$ cat src/rtl/mxv_sequencer.sv
// mxv_sequencer: control sequencer for the 4-lane matrix-by-vector datapath.
// Steers the serial matrix load stream into four lane FIFOs (zero-padding
// lanes beyond N), then issues skewed systolic pops for one or two 4-column
// passes, steering the vector half, the feedback path and the result FIFO.
// Every output is a register; compute-phase outputs are derived from the
// next-state counters so they line up with the cycle the counters describe.
module mxv_sequencer #(
  parameter int WORD_LENGTH = 8,
  parameter int MAX_N       = 8
) (
  input  logic                   clk,
  input  logic                   reset,
  input  logic                   start,
  input  logic [WORD_LENGTH-1:0] Matrix_length,
  input  logic                   FIFOpush,
  output logic                   push1,
  output logic                   push2,
  output logic                   push3,
  output logic                   push4,
  output logic                   mux0_flag,
  output logic                   pop1,
  output logic                   pop2,
  output logic                   pop3,
  output logic                   pop4,
  output logic                   muxV_sel,
  output logic                   feedback_sel,
  output logic                   push_result,
  output logic                   pop_result,
  output logic                   busy,
  output logic                   done,
  output logic                   err
);

  // Counter width covers t = 0..MAX_N+3 and N itself.
  localparam int CW = $clog2(MAX_N + 5);

  localparam logic [1:0] S_IDLE    = 2'd0;
  localparam logic [1:0] S_LOAD    = 2'd1;
  localparam logic [1:0] S_COMPUTE = 2'd2;

  logic [1:0]    state_r, state_s;
  logic [CW-1:0] n_r, n_s;
  logic [CW-1:0] r_r, r_s;
  logic [CW-1:0] t_r, t_s;
  logic [1:0]    l_r, l_s;
  logic          p_r, p_s;
  logic          two_pass_r, two_pass_s;
  logic          legal_s, real_slot_s;

  logic [3:0] push_s, push_r;
  logic [3:0] pop_s, pop_r;
  logic mux0_s, mux0_r, muxv_s, muxv_r, fb_s, fb_r;
  logic pres_s, pres_r, popres_s, popres_r;
  logic busy_s, busy_r, done_s, done_r, err_s, err_r;

  assign legal_s     = (Matrix_length >= WORD_LENGTH'(1)) &&
                       (Matrix_length <= WORD_LENGTH'(MAX_N));
  // Column c = 4p + l holds a real element only when c < N.
  assign real_slot_s = CW'({p_r, l_r}) < n_r;

  // Next-state sequencing: job acceptance, load slot walk, compute pass timing.
  always_comb begin
    state_s    = state_r;
    n_s        = n_r;
    two_pass_s = two_pass_r;
    p_s        = p_r;
    r_s        = r_r;
    l_s        = l_r;
    t_s        = t_r;
    push_s     = 4'b0000;
    mux0_s     = 1'b0;
    done_s     = 1'b0;
    err_s      = 1'b0;
    case (state_r)
      S_IDLE: begin
        if (start) begin
          if (legal_s) begin
            n_s        = CW'(Matrix_length);
            two_pass_s = Matrix_length > WORD_LENGTH'(4);
            p_s        = 1'b0;
            r_s        = {CW{1'b0}};
            l_s        = 2'd0;
            t_s        = {CW{1'b0}};
            state_s    = S_LOAD;
          end else begin
            err_s = 1'b1;
          end
        end else begin
          state_s = S_IDLE;
        end
      end
      S_LOAD: begin
        // Pad slots never wait; real slots wait for the source strobe.
        if (!real_slot_s || FIFOpush) begin
          push_s[l_r] = 1'b1;
          mux0_s      = !real_slot_s;
          if (l_r == 2'd3) begin
            l_s = 2'd0;
            if (r_r == n_r - CW'(1)) begin
              r_s = {CW{1'b0}};
              if (p_r == two_pass_r) begin
                state_s = S_COMPUTE;
                p_s     = 1'b0;
                t_s     = {CW{1'b0}};
              end else begin
                p_s = 1'b1;
              end
            end else begin
              r_s = r_r + CW'(1);
            end
          end else begin
            l_s = l_r + 2'd1;
          end
        end else begin
          state_s = S_LOAD;
        end
      end
      S_COMPUTE: begin
        if (t_r == n_r + CW'(3)) begin
          t_s = {CW{1'b0}};
          if (p_r != two_pass_r) begin
            p_s = 1'b1;
          end else begin
            p_s     = 1'b0;
            done_s  = 1'b1;
            state_s = S_IDLE;
          end
        end else begin
          t_s = t_r + CW'(1);
        end
      end
      default: begin
        state_s = S_IDLE;
      end
    endcase
  end

  // Compute-phase strobes decoded from the upcoming pass/time counters.
  always_comb begin
    pop_s    = 4'b0000;
    muxv_s   = 1'b0;
    fb_s     = 1'b0;
    pres_s   = 1'b0;
    popres_s = 1'b0;
    busy_s   = (state_s == S_LOAD) || (state_s == S_COMPUTE);
    if (state_s == S_COMPUTE) begin
      // Lane k+1 streams rows 0..N-1 starting k cycles late (systolic skew).
      for (int i = 0; i < 4; i++) begin
        pop_s[i] = (t_s >= CW'(i)) && (t_s < n_r + CW'(i));
      end
      muxv_s   = p_s;
      fb_s     = p_s;
      // P4 result is registered, so it is valid one cycle after each pop4.
      pres_s   = (t_s >= CW'(4)) && (t_s <= n_r + CW'(3));
      popres_s = pop_s[3] && p_s;
    end else begin
      pop_s = 4'b0000;
    end
  end

  // State, counters and registered outputs; reset aborts any job at once.
  always_ff @(posedge clk or posedge reset) begin
    if (reset) begin
      state_r    <= S_IDLE;
      n_r        <= {CW{1'b0}};
      two_pass_r <= 1'b0;
      p_r        <= 1'b0;
      r_r        <= {CW{1'b0}};
      l_r        <= 2'd0;
      t_r        <= {CW{1'b0}};
      push_r     <= 4'b0000;
      pop_r      <= 4'b0000;
      mux0_r     <= 1'b0;
      muxv_r     <= 1'b0;
      fb_r       <= 1'b0;
      pres_r     <= 1'b0;
      popres_r   <= 1'b0;
      busy_r     <= 1'b0;
      done_r     <= 1'b0;
      err_r      <= 1'b0;
    end else begin
      state_r    <= state_s;
      n_r        <= n_s;
      two_pass_r <= two_pass_s;
      p_r        <= p_s;
      r_r        <= r_s;
      l_r        <= l_s;
      t_r        <= t_s;
      push_r     <= push_s;
      pop_r      <= pop_s;
      mux0_r     <= mux0_s;
      muxv_r     <= muxv_s;
      fb_r       <= fb_s;
      pres_r     <= pres_s;
      popres_r   <= popres_s;
      busy_r     <= busy_s;
      done_r     <= done_s;
      err_r      <= err_s;
    end
  end

  assign push1        = push_r[0];
  assign push2        = push_r[1];
  assign push3        = push_r[2];
  assign push4        = push_r[3];
  assign mux0_flag    = mux0_r;
  assign pop1         = pop_r[0];
  assign pop2         = pop_r[1];
  assign pop3         = pop_r[2];
  assign pop4         = pop_r[3];
  assign muxV_sel     = muxv_r;
  assign feedback_sel = fb_r;
  assign push_result  = pres_r;
  assign pop_result   = popres_r;
  assign busy         = busy_r;
  assign done         = done_r;
  assign err          = err_r;

endmodule

$ cat config.mk
export PLATFORM = sky130hd
export DESIGN_NAME = mxv_sequencer
export DESIGN_NICKNAME = d
export VERILOG_FILES = /design/src/rtl/mxv_sequencer.sv
export SDC_FILE = /design/constraint.sdc
export NUM_CORES = 1
export LEC_CHECK = 0
export ABC_AREA = 1
export BUFFER_PORTS_ARGS = -buffer_cell sky130_fd_sc_hd__buf_2
export CAP_MARGIN = 0
export CORE_ASPECT_RATIO = 1.1
export CORE_MARGIN = 8
export CORE_UTILIZATION = 60
export CTS_BUF_LIST = sky130_fd_sc_hd__clkbuf_8
export CTS_CLUSTER_SIZE = 40
export DETAILED_ROUTE_END_ITERATION = 8
export PLACE_DENSITY = 0.91
export SLEW_MARGIN = 15
export SYNTH_ARGS = -nofsm -noshare
export SYNTH_HDL_FRONTEND = slang
export SYNTH_SLANG_ARGS = --single-unit
$ cat constraint.sdc
create_clock -name clk -period 5 [get_ports clk]
set_input_delay 0.75 -clock clk [delete_from_list [all_inputs] [get_ports clk]]
set_output_delay 0.75 -clock clk [all_outputs]
set_load 0.1 [all_outputs]
# --- Word level (Yosys, flattened, before mapping) ---
# Cells that the tools add are included.
op_classes:
  add_sub_neg: 7
  n_lt_le_gt_ge: 16
  eq_ne: 13
  n_mux: 53
  reduce_logical: 16
ops:
  columns: ["op", "count"]
  rows:
  - ["4-bit two-way mux", 15]
  - ["2-bit two-way mux", 12]
  - ["1-bit two-way mux", 20]
  - ["4-bit < comparator", 4]
  - ["4-bit by 1-bit adder with 4-bit output, second input constant", 3]
  - ["4-bit case mux with 3 select lines", 1]
  - ["4-bit by 2-bit adder with 4-bit output, second input constant", 2]
  - ["4-bit == test", 2]
  - ["4-bit by 1-bit greater-or-equal comparator with 1-bit output, second input constant", 2]
  - ["4-bit by 2-bit greater-or-equal comparator with 1-bit output, second input constant", 2]
  - ["8-bit by 1-bit greater-or-equal comparator with 1-bit output, second input constant", 1]
  - ["8-bit by 3-bit > comparator with 1-bit output, second input constant", 1]
  - ["8-bit by 4-bit <= comparator with 1-bit output, second input constant", 1]
  - ["1-bit logical AND", 8]
  - ["2-bit inequality test, second input constant", 4]
  - ["4-bit case mux with 2 select lines", 1]
  - ["2-bit == test, second input constant", 3]
  - ["2-bit case mux with 3 select lines", 1]
  - ["5-bit AND reduction", 1]
  - ["2-bit by 1-bit == test with 1-bit output, second input constant", 2]
  - ["4-bit by 3-bit greater-or-equal comparator with 1-bit output, second input constant", 1]
  - ["4-bit <= comparator", 1]
  - ["3-bit by 4-bit < comparator with 1-bit output", 1]
  - ["2-bit case mux with 2 select lines", 1]
  - ["14 further kinds", 15]
totals:
  register_bits: 33
  input_bits: 12
  out_inout_bits: 16

# --- Logic depth before layout (Yosys ltp) ---
depth:
  depth_word: 10
  ltp_mapped: 21

# --- Worst setup path after synthesis ---
# Ideal clock, no wire load.
synth_path:
  path_type: "flip-flop to flip-flop"
  from: "register n_r[0]"
  to: "register pres_r, in the netlist push_result"
  setup_ns: 0.086
  arrival_time_ns: 2.765
  t_required_ns: 4.914
  path_slack_ns: 2.149
  path_stages_with_launch: 20
  synth_period_minus_slack_ns: 2.851
  path_cell_list: "dfrtp_1 -> buf_4 -> inv_1 -> ha_1 -> xor2_1 -> nand2_1 -> nor2_2 -> nand2_2 -> nor2_2 -> nand2_2 -> nand2_4 -> nand2_1 -> nand2_2 -> nand2_4 -> ha_1 -> nand2_1 -> inv_1 -> a221oi_1 -> a31oi_1 -> nor3_1"
synth_via:
  elab_chain_cells: 9
synth_rtl:
  columns: ["element", "line", "text"]
  rows:
  - ["from (decl)", "42", "logic [CW-1:0] n_r, n_s;"]
  - ["from (signal assigned)", "165", "n_r <= {CW{1'b0}};"]
  - ["from (signal assigned)", "183", "n_r <= n_s;"]
  - ["4-bit by 1-bit subtractor with 4-bit output", "99", "if (r_r == n_r - CW'(1)) begin"]
  - ["4-bit == test", "99", null]
  - ["4-bit two-way mux", "99", null]
  - ["4-bit two-way mux", "97", "if (l_r == 2'd3) begin"]
  - ["4-bit two-way mux", "94", "if (!real_slot_s || FIFOpush) begin"]
  - ["4-bit case mux with 3 select lines *", "74", "case (state_r)"]
  - ["net t_s[3]", "44", "logic [CW-1:0] t_r, t_s;"]
  - ["4-bit by 3-bit greater-or-equal comparator with 1-bit output / 4-bit <= comparator (equally long branches)", "154", "pres_s = (t_s >= CW'(4)) && (t_s <= n_r + CW'(3));"]
  - ["1-bit logical AND *", "154", null]
  - ["1-bit two-way mux *", "146", "if (state_s == S_COMPUTE) begin"]
  - ["net pres_s", "53", "logic pres_s, pres_r, popres_s, popres_r;"]
  - ["to (signal assigned)", "194", "pres_r <= pres_s;"]
  - ["to (decl)", "53", null]
# Mark *: on every way through the listed nets, which the timed path passes. The rest lies on a longest branch.
# A chain may end at the register's enable or synchronous reset.

# --- Worst setup path after layout ---
# Ends and elaborated chain as after synthesis.

==> results by group <==
Die
  – Die area: 0.00594 mm2
  – Std cell rows: 23
  – DIE HEIGHT: 80.0 um
  – Core area: between 0.003 and 0.004 mm2
  – Initial Util: between 60% and 70%
  – Die width: ~74 um
  – Io pins: 28

Cells and area
  – Layout cells sized above 1: around 19%
  – Area grow syn2layout: 13.7%
  – Final design utilization: 70.6%
  – Multi-input combinational cell area: 0.00123 mm2
  – # fillers: 249
  – Diodes inserted: 0
  – Nets: about 340
  – Register area: 826 um2

Drt
  – Vias: ~1,900
  – WL/cell: 13.7 um
  – Starting DRT DRC Count: 167
  – Antenna-violating nets left: 0
  – Number of remaining DRC errors: 0
  – 1st-pass router iterations: 4
  – Post-Route WL: 4820 um
  – Vias per cell: 5.28

Power
  – Leakage power: approximately 1.4 nW
  – Seq pwr share: 29.9%
  – Max IR drop VDD: 0.000282 V
  – Pwr dens: 514 mW/mm2
  – Net Sw Power: 0.000608 W
  – Int Pwr: 0.000699 W
  – Comb power frac: approximately half
  – Sw frac: a little under half
  – Clock share of power: between 10% and 20%

Placement
  – Buffers on Ports: 27
  – RePlAce Congestion: 0.959
  – Post-DP HPWL: 3710 um

Worst setup path
  – CP max FO: 9
  – Slowest-stage cell, CP: dfrtp_1
  – WS Path Type: flip-flop to flip-flop
  – Worst-case reg-to-reg path depth: 18
  – Most Frequent Cell on Critical Path: nand2_2
  – Worst R2R Start: n_r[0]
  – CP startpoint: n_r[0]
  – Worst EP required: 5.21 ns
  – Worst setup SP type: flip-flop
  – CP arrival: around 3.6 ns
  – Slowest stage delay, CP: about 0.52 ns
  – Crit-path cells: inv_1, ha_1, xor2_1, nand2_1, nor2_2, nand2_2, nor2_2, nand2_2, nand2_4, nand3_2, nand2_2, nand2_2, ha_1, nand2_1, inv_1, a221oi_1, a31oi_1, nor3_1
  – Capturing element type of the critical path: flip-flop

Clocking
  – Post_cts resized: 0
  – H-tree depth: 2
  – Max clock buf depth: 2
  – Hold_buf cts: 0
  – Worst-Skew Late Latency: 0.29 ns
  – Clock sink count: 33
  – Post-CTS Setup Repair Bufs: 0
  – CTS tree: yes
  – Root Buffer Master: clkbuf_8
  – CTS Buf Count: 5
  – Clk pin slew, worst setup/hold paths: 0.07 ns

Logic synthesis
  – Synth cell types: 33
  – Synth cell count leaders: nand2_1, inv_1, dfrtp_1, ha_1, nor2_1
  – Gate Count Post-Synth: 268
  – Synth Net Count: 309
  – Most numerous cell in the Yosys netlist: nand2_1
  – Largest cells by area after synthesis: dfrtp_1, ha_1, nand2_1
  – Yosys top cell by area: dfrtp_1
  – Syn_area_per_cell: 8.34 um2
  – Main flop type after synthesis: dfrtp_1
  – Ys async rst share: 100%
  – Register bit total from synthesis: 33
  – Sequential share of the synthesized area: 37.0%
  – Post-synth EDFFs: 0
  – Mapped cell area: 0.00223 mm2
  – Yosys warnings: 0
  – Yosys top cell area share: 37.0%

Timing
  – Hold Slack: 0.539 ns
  – Max Slew Vio Count: 0
  – Relative max-transition margin: 67.5%
  – Fin Setup TNS: 0 ns
  – Achievable Freq: slightly below 300 MHz
  – Period utilization: 67.5%
  – Slew @ Worst Pin: around 0.5 ns
  – Tmin final: ~3.4 ns
  – Hold Vio Cnt, Final: 0
  – RSZ-0062 raised after global routing: false
  – Worst Skew: 0.00909 ns
  – Setup-failing EPs final: 0

GRT
  – Largest net degree at the start of global routing: 34
  – Gr usage total: between 10% and 20%
  – Global-route wire length before repair: 8130 um
  – Initial antenna violation count: 0
  – Vias in the first global route: 1,859
  – Gr ovfl total: 0

Status
  – Status: finished clean

Min path
  – Hold WC Path Type: input port to asynchronous set/reset pin

Flow run
  – Max Cap Viol: 0
[cell usage in the layout (no fill, tap or decap)]
cell type and instances:
nor2_2 2, nor2_1 28, nand3_1 11, clkbuf_8 6, o211a_1 1, o21bai_1 1, o22ai_2 1, a2bb2oi_1 1
dfrtp_1 33, a2111oi_0 1, nand2_4 2, xnor2_1 5, inv_1 43, o21a_1 1, nand3b_1 1, buf_2 27
nand2_2 10, a221oi_1 1, a21oi_1 7, buf_4 1, xor2_1 7, nand3_2 2, ha_1 29, xor2_2 2
nand2_1 50, nor4_1 1, a31oi_1 1, o21ai_0 15, nor3_4 1, nand4_1 1, inv_2 2, bufinv_16 1
nor2_4 1, nor3_1 3, o211ai_1 2, o21ai_1 1
[flip-flops by register name, indices dropped and copies added (netlist names), 2 cells and up]
register and cells:
state_r 2, push_r 4, l_r 2, pop_r 4, r_r 4, n_r 4
t_r 4
[cell type report]
| class | instances | share of cell area (%) |
|---|---|---|
| multi-input combinational | 189 | 48.4 |
| sequential | 33 | 32.5 |
| inverter | 44 | 6.50 |
| timing repair buffer | 28 | 5.61 |
| clock buffer | 6 | 3.25 |
| tap | 50 | 2.46 |
| clock inverter | 2 | 1.33 |
[metal layers]
| metal | part of all wire, % | GRT usage (%) |
|---|---|---|
| met1 | 41 | 19.5 |
| met2 | 51 | 30.6 |
| met3 | 4.4 | 4.27 |
| met4 | 3.4 | 8.60 |
| met5 | 0 | 0 |
[metrics by stage]
| stage | instance area, um2 | std cells | setup WS [ns] | total power (W) |
|---|---|---|---|---|
| 2_1_floorplan | 2230 | 268 | 2.15 | 0.000898 |
| 3_3_place_gp | 2420 | 344 | 2.00 | 0.00100 |
| 3_5_place_dp | 2420 | 344 | 1.72 | 0.00104 |
| 4_1_cts | 2540 | 352 | 1.61 | 0.00131 |
| 5_1_grt | 2540 | 352 | 1.36 | 0.00141 |
| 6_report | 2540 | 352 | 1.63 | 0.00131 |
[worst max-delay path, delay by kind of cell, from the launching register on]
kind / cells / cell delay [ns]
compound gates: 2 / 0.46
xor+xnor: 1 / 0.21
fa+ha+maj: 2 / 0.72
buf+inv: 2 / 0.23
flops: 1 / 0.52
simple gates: 11 / 1.15
[path summary, 6_finish.rpt]
| check | to | slack [ns] |
|---|---|---|
| max in group asynchronous | t_r[0] | 4.16 |
| min reg2reg | two_pass_r | 0.57 |
| min in group clk | two_pass_r | 0.57 |
| min | push_r[3] | 0.54 |
| max | push_result | 1.63 |
| max reg2reg | push_result | 1.63 |
[kinds of logic (layout without fill, tap and decap cells)]
| kind of cell | after synthesis | in the layout | share of synthesized area (%) |
|---|---|---|---|
| compound gates | 33 | 33 | 8.96 |
| xor+xnor | 14 | 14 | 6.16 |
| fa+ha+maj | 29 | 29 | 16.2 |
| buf+inv | 46 | 80 | 8.06 |
| flops | 33 | 33 | 37.0 |
| simple gates | 113 | 113 | 23.6 |
[power by group through the flow]
stage / clock network [W] / logic (W) / registers [W]
floorplan: 0 / 0.000454 / 0.000444
global placement: 0 / 0.000614 / 0.000389
detailed placement: 0 / 0.000643 / 0.000394
CTS: 0.000261 / 0.000657 / 0.000390
global route: 0.000276 / 0.000733 / 0.000399
finish: 0.000259 / 0.000656 / 0.000391
(Power assumes the default switching activity.)
